==> config.mk <==
export PLATFORM = sky130hd
export DESIGN_NAME = ifu_fetch_ctrl
export DESIGN_NICKNAME = d
export VERILOG_FILES = /design/src/rtl/ifu_fetch_ctrl.sv
export SDC_FILE = /design/constraint.sdc
export NUM_CORES = 1
export LEC_CHECK = 0
export ABC_CLOCK_PERIOD_IN_PS = 3000
export CAP_MARGIN = 40
export CORE_MARGIN = 5
export CORE_UTILIZATION = 40
export CTS_BUF_LIST = sky130_fd_sc_hd__clkbuf_8
export DETAILED_ROUTE_END_ITERATION = 16
export PLACE_DENSITY_LB_ADDON = 0.25
export SYNTH_ARGS = -nofsm -noshare
export SYNTH_HDL_FRONTEND = slang
export SYNTH_SLANG_ARGS = --single-unit
==> constraint.sdc <==
create_clock -name clock -period 3 [get_ports clock]
set_clock_uncertainty 0.15 [all_clocks]
set_input_delay 0.3 -clock clock [delete_from_list [all_inputs] [get_ports clock]]
set_output_delay 0.3 -clock clock [all_outputs]
set_load 0.02 [all_outputs]
==> src/rtl/ifu_fetch_ctrl.sv <==
// Instruction-fetch control: owns the PC, drives the icache lookup address, holds one fetched
// instruction for decode, and sequences execute redirects and fence.i invalidation.
module ifu_fetch_ctrl #(
    parameter int ADDR_WIDTH = 32,
    parameter int DATA_WIDTH = 32,
    parameter logic [ADDR_WIDTH-1:0] RESET_PC = 32'h3000_0000
) (
    input  logic                  clock,
    input  logic                  rst_n_sync,
    output logic [ADDR_WIDTH-1:0] cache_addr,
    input  logic [DATA_WIDTH-1:0] cache_data,
    input  logic                  cache_hit,
    output logic                  cache_fence_i,
    output logic                  out_valid,
    input  logic                  out_ready,
    output logic [ADDR_WIDTH-1:0] out_pc,
    output logic [DATA_WIDTH-1:0] out_inst,
    input  logic                  redirect_valid,
    input  logic [ADDR_WIDTH-1:0] redirect_pc,
    input  logic                  fence_i_req
);

    localparam logic [1:0] ST_FETCH = 2'd0;
    localparam logic [1:0] ST_VALID = 2'd1;
    localparam logic [1:0] ST_FLUSH = 2'd2;

    localparam logic [ADDR_WIDTH-1:0] PC_STEP = ADDR_WIDTH'(4);

    logic [1:0]            state;
    logic [1:0]            state_next;
    logic [ADDR_WIDTH-1:0] pc;
    logic [ADDR_WIDTH-1:0] pc_next;
    logic                  valid_q;
    logic                  valid_next;
    logic [ADDR_WIDTH-1:0] hold_pc;
    logic [ADDR_WIDTH-1:0] hold_pc_next;
    logic [DATA_WIDTH-1:0] hold_inst;
    logic [DATA_WIDTH-1:0] hold_inst_next;
    logic                  capture;
    logic [ADDR_WIDTH-1:0] redirect_target;
    logic                  unused_redirect_low;

    // Instructions are word aligned, so the low target bits are dropped.
    assign redirect_target     = {redirect_pc[ADDR_WIDTH-1:2], 2'b00};
    assign unused_redirect_low = ^redirect_pc[1:0];

    assign cache_addr    = pc;
    assign cache_fence_i = (state == ST_FLUSH);
    assign out_valid     = valid_q;
    assign out_pc        = hold_pc;
    assign out_inst      = hold_inst;

    always_comb begin
        state_next     = state;
        pc_next        = pc;
        valid_next     = valid_q;
        hold_pc_next   = hold_pc;
        hold_inst_next = hold_inst;
        capture        = 1'b0;

        if (redirect_valid) begin
            // A held instruction is dropped; a handshake this cycle still counts on decode's side.
            pc_next    = redirect_target;
            valid_next = 1'b0;
            state_next = fence_i_req ? ST_FLUSH : ST_FETCH;
        end else begin
            case (state)
                ST_FETCH: begin
                    capture = cache_hit;
                end
                ST_VALID: begin
                    if (out_ready) begin
                        if (cache_hit) begin
                            capture = 1'b1;
                        end else begin
                            valid_next = 1'b0;
                            state_next = ST_FETCH;
                        end
                    end
                end
                ST_FLUSH: begin
                    state_next = ST_FETCH;
                end
                default: begin
                    valid_next = 1'b0;
                    state_next = ST_FETCH;
                end
            endcase
        end

        if (capture) begin
            hold_inst_next = cache_data;
            hold_pc_next   = pc;
            pc_next        = pc + PC_STEP;
            valid_next     = 1'b1;
            state_next     = ST_VALID;
        end
    end

    always_ff @(posedge clock) begin
        if (!rst_n_sync) begin
            state     <= ST_FETCH;
            pc        <= RESET_PC;
            valid_q   <= 1'b0;
            hold_pc   <= RESET_PC;
            hold_inst <= '0;
        end else begin
            state     <= state_next;
            pc        <= pc_next;
            valid_q   <= valid_next;
            hold_pc   <= hold_pc_next;
            hold_inst <= hold_inst_next;
        end
    end

endmodule

==> Flow_metrics.wiki <==
{| class="wikitable"
! Metric !! Value
|-
| Max FO, Critical Path || 6
|-
| Kind of critical path || flop to flop
|-
| Pre-CTS setup slack || 0.108 ns
|-
| Peak supply drop || 0.286 mV
|-
| Slowest cell on crit path || or4_4
|-
| Fin. max-slew vios || 0
|-
| Sum of negative setup slack || 0 ns
|-
| Placed wire-length estimate || 8910 um
|-
| Final-report hold violation count || 0
|-
| Number of clock sinks || 95
|-
| Number of antenna repair diodes || 0
|-
| Layout cell share with drive strength beyond 1 || 6.92%
|-
| Max_slew headroom || 49.9%
|-
| Met3 track demand over resource in global routing || 6.25%
|-
| Synthesis warning total || 0
|-
| Count of distinct cell types in the synthesized netlist || 46
|-
| Met2 GRT Util || 30.5%
|-
| Crit path time final || 2.66 ns
|-
| CTS tree || built
|-
| Final setup margin || 0.337 ns
|-
| H-tree depth || 3
|-
| Clock latency on the worst-skew pair || 0.36 ns
|-
| Maximum number of pins on one net before global-route repair || 48
|-
| Final instance count without filler cells || 801
|-
| Summed instance area of the synthesized netlist || 0.00419 mm2
|-
| Req. time, crit path || 3.10 ns
|-
| Setup Fix Bufs, Post-CTS || 0
|-
| Final setup violation count || 0
|-
| Share of the clock period used by the worst path after layout || 88.8%
|-
| Average vias per placed instance || 5.02
|-
| Worst min-delay path category || flop to flop
|-
| Relative contribution of combinational cells to total power || 17.8%
|-
| Vertical die dimension || 112 um
|-
| Async SR Flop Fraction || 0%
|-
| Die width || 112 um
|-
| Number of global-route vias before repair || 3,950
|-
| Switch Pwr || 0.758 mW
|-
| Proportion of netlist area held by the largest area contributor || 45.4%
|-
| DR iter-0 viols || 245
|-
| Sequential element share of the synthesized area || 45.4%
|-
| #FFs+latches synth || 95
|-
| Total power per unit cell area || 458 mW/mm2
|-
| Top achievable clock speed || 0.375 GHz
|-
| Top FF cell, synth || dfxtp_1
|-
| M1 GR Usage || 25.2%
|-
| Cell count after placement || 785
|-
| Clock-pin slew on the worst setup and hold paths || 0.09 ns
|-
| Number of nets in the finished design || 731
|-
| Number of cells upsized or downsized after cts || 0
|-
| Number of enable-type register cells in the synthesized netlist || 0
|-
| Post-route total power || 2.83 mW
|-
| Inserted Clock Buffers || 9
|-
| Reg-to-reg slack, setup || 0.34 ns
|-
| Mapped Avg Cell Area || 8.27 um2
|-
| Number of instances in the synthesized netlist || 507
|-
| Maximum root-to-sink buffer count || 2
|-
| Wire length of the first global-routing pass || 20,100 um
|-
| Unrepaired setup endpoints after global routing || false
|-
| Clock share of power || 33.1%
|-
| Core Region || 0.0103 mm2
|-
| DR WL/cell || 15.4 um
|-
| Placed standard-cell area || 0.00596 mm2
|-
| Number of antenna violations at the first check in global routing || 0
|-
| Max Cap Violations || 0
|-
| Synth top area cells || dfxtp_1, nand2_1, a21boi_0
|-
| LEAKAGE || 2.25 nW
|-
| Transition at the pin with the smallest max-transition slack || 0.744 ns
|-
| # port buffers || 161
|-
| Status || finished, final reports clean
|-
| Total length of routed wires || 12,300 um
|-
| Setup crit end kind || flop
|-
| Internal || 2.07 mW
|-
| Grt peak-use layer || met2
|-
| Worst-path cell chain || ha_1 > nand4_2 > or4_4 > or3_1 > or3_4 > a211o_1
|-
| GRT Overall Usage || 19.2%
|-
| Share of power burned in registers || 49.1%
|-
| Residual antenna-violating net count after detailed routing || 0
|-
| Post-synthesis to final-layout area growth || 47.6%
|-
| Sum of overflow across all layers after global routing || 0
|-
| Worst EP arrival || 2.76 ns
|-
| Std cell rows || 37
|-
| DIE AREA || 0.0126 mm2
|-
| Via count || 4,021
|-
| Final RePlAce weighted congestion || 0.816
|-
| Final Cell Area || 0.00619 mm2
|-
| Cts hold-fix bufs || 0
|-
| Effective utilization at floorplan || 40.8%
|-
| Length of the first detailed-routing pass in iterations || 4
|-
| Number of DRC violations after detailed routing || 0
|-
| Worst stage delay on the critical path || 0.47 ns
|-
| Clk root buf || clkbuf_8
|-
| CP startpoint kind || flop
|-
| Number of ports placed on the die boundary || 168
|-
| Area leader, netlist || dfxtp_1
|-
| Proportion of total power due to net switching || 26.8%
|}
state kept, by name, indices dropped and copies added, names as in the netlist:
signal	flops
cache_addr	30
out_inst	32
out_pc	30
out_valid	1
state	2
cell families after synthesis:
family | share of synthesized area, %
AOI/OAI and AO/OA | 19.0
and+or+nand+nor | 26.0
DFF | 45.4
xor gates and xnor gates | 4.60
other | 0.0895
muxes | 0.239
buffers and inverters | 4.39
adders and majority gates | 0.298
area by class of cell:
type | count | area, um2
Multi-Input combinational cell | 373 | 2130
Clock buffer | 10 | 138
Fill cell | 963 | 4090
Clock inverter | 6 | 85.1
Tap cell | 136 | 170
Timing Repair Buffer | 179 | 1750
Sequential cell | 95 | 1900
Inverter | 2 | 7.51
worst paths after layout:
path / end / depth (start not counted) / startpoint
setup reg to reg: cache_addr[30] / 6 / cache_addr[3]
setup / recovery: cache_addr[30] / 6 / cache_addr[3]
hold / removal: out_inst[19] / 2 / out_inst[19]
hold reg to reg: out_inst[19] / 2 / out_inst[19]
cells in the mapped netlist, types with 3 or more instances:
| cell type | number |
|---|---|
| nand2_1 | 145 |
| dfxtp_1 | 95 |
| a21boi_0 | 60 |
| clkbuf_1 | 32 |
| nand3_1 | 20 |
| o21ai_0 | 18 |
| xor2_1 | 15 |
| nor2_1 | 14 |
| a21oi_1 | 13 |
| o211a_1 | 10 |
| nand4_1 | 9 |
| nor4_1 | 8 |
| xnor2_1 | 7 |
| buf_4 | 5 |
| nand2b_1 | 5 |
| and3_1 | 4 |
| nor3_1 | 4 |
| and4_1 | 3 |
| nor2b_1 | 3 |
layout by cell type (no fill, tap or decap), types with 5 or more instances in the layout:
| master | instances |
|---|---|
| nand3_1 | 19 |
| clkdlybuf4s50_1 | 160 |
| dfxtp_1 | 95 |
| buf_4 | 17 |
| nand2b_1 | 5 |
| xor2_1 | 15 |
| xnor2_1 | 7 |
| o211a_1 | 10 |
| nand4_1 | 9 |
| clkbuf_8 | 10 |
| a21boi_0 | 60 |
| o21ai_0 | 18 |
| nor2_1 | 13 |
| a21oi_1 | 13 |
| nand2_1 | 145 |
| nor4_1 | 8 |
stage by stage:
step	hold slack (ns)	utilization (%)
finish	0.314	60.2
global route	0.336	60.2
CTS	0.318	60.2
detailed placement	0.306	58.0
global placement	0.300	58.0
floorplan	0.288	-
power groups by stage:
stage,combinational [mW],clock (mW),sequential (mW)
after floorplan,0.168,0,1.48
after global placement,0.502,0,1.42
after detailed placement,0.507,0,1.42
after CTS,0.511,0.965,1.39
after global routing,0.546,1.02,1.40
final,0.505,0.937,1.39
worst max-delay path, delay by kind of cell (launching register included):
family,cells,cell delay [ns]
AO/OA/AOI/OAI,1,0.26
adder cells (fa/ha/maj),1,0.25
flip-flops,1,0.43
AND/OR/NAND/NOR,4,1.46
metal layers:
layer,wire [um],vias to the layer above
li1,-,2024
met1,5560,1846
met2,5640,138
met3,939,13
met4,148,0
met5,0,-
Note: power is estimated with default switching activity, not from simulation.
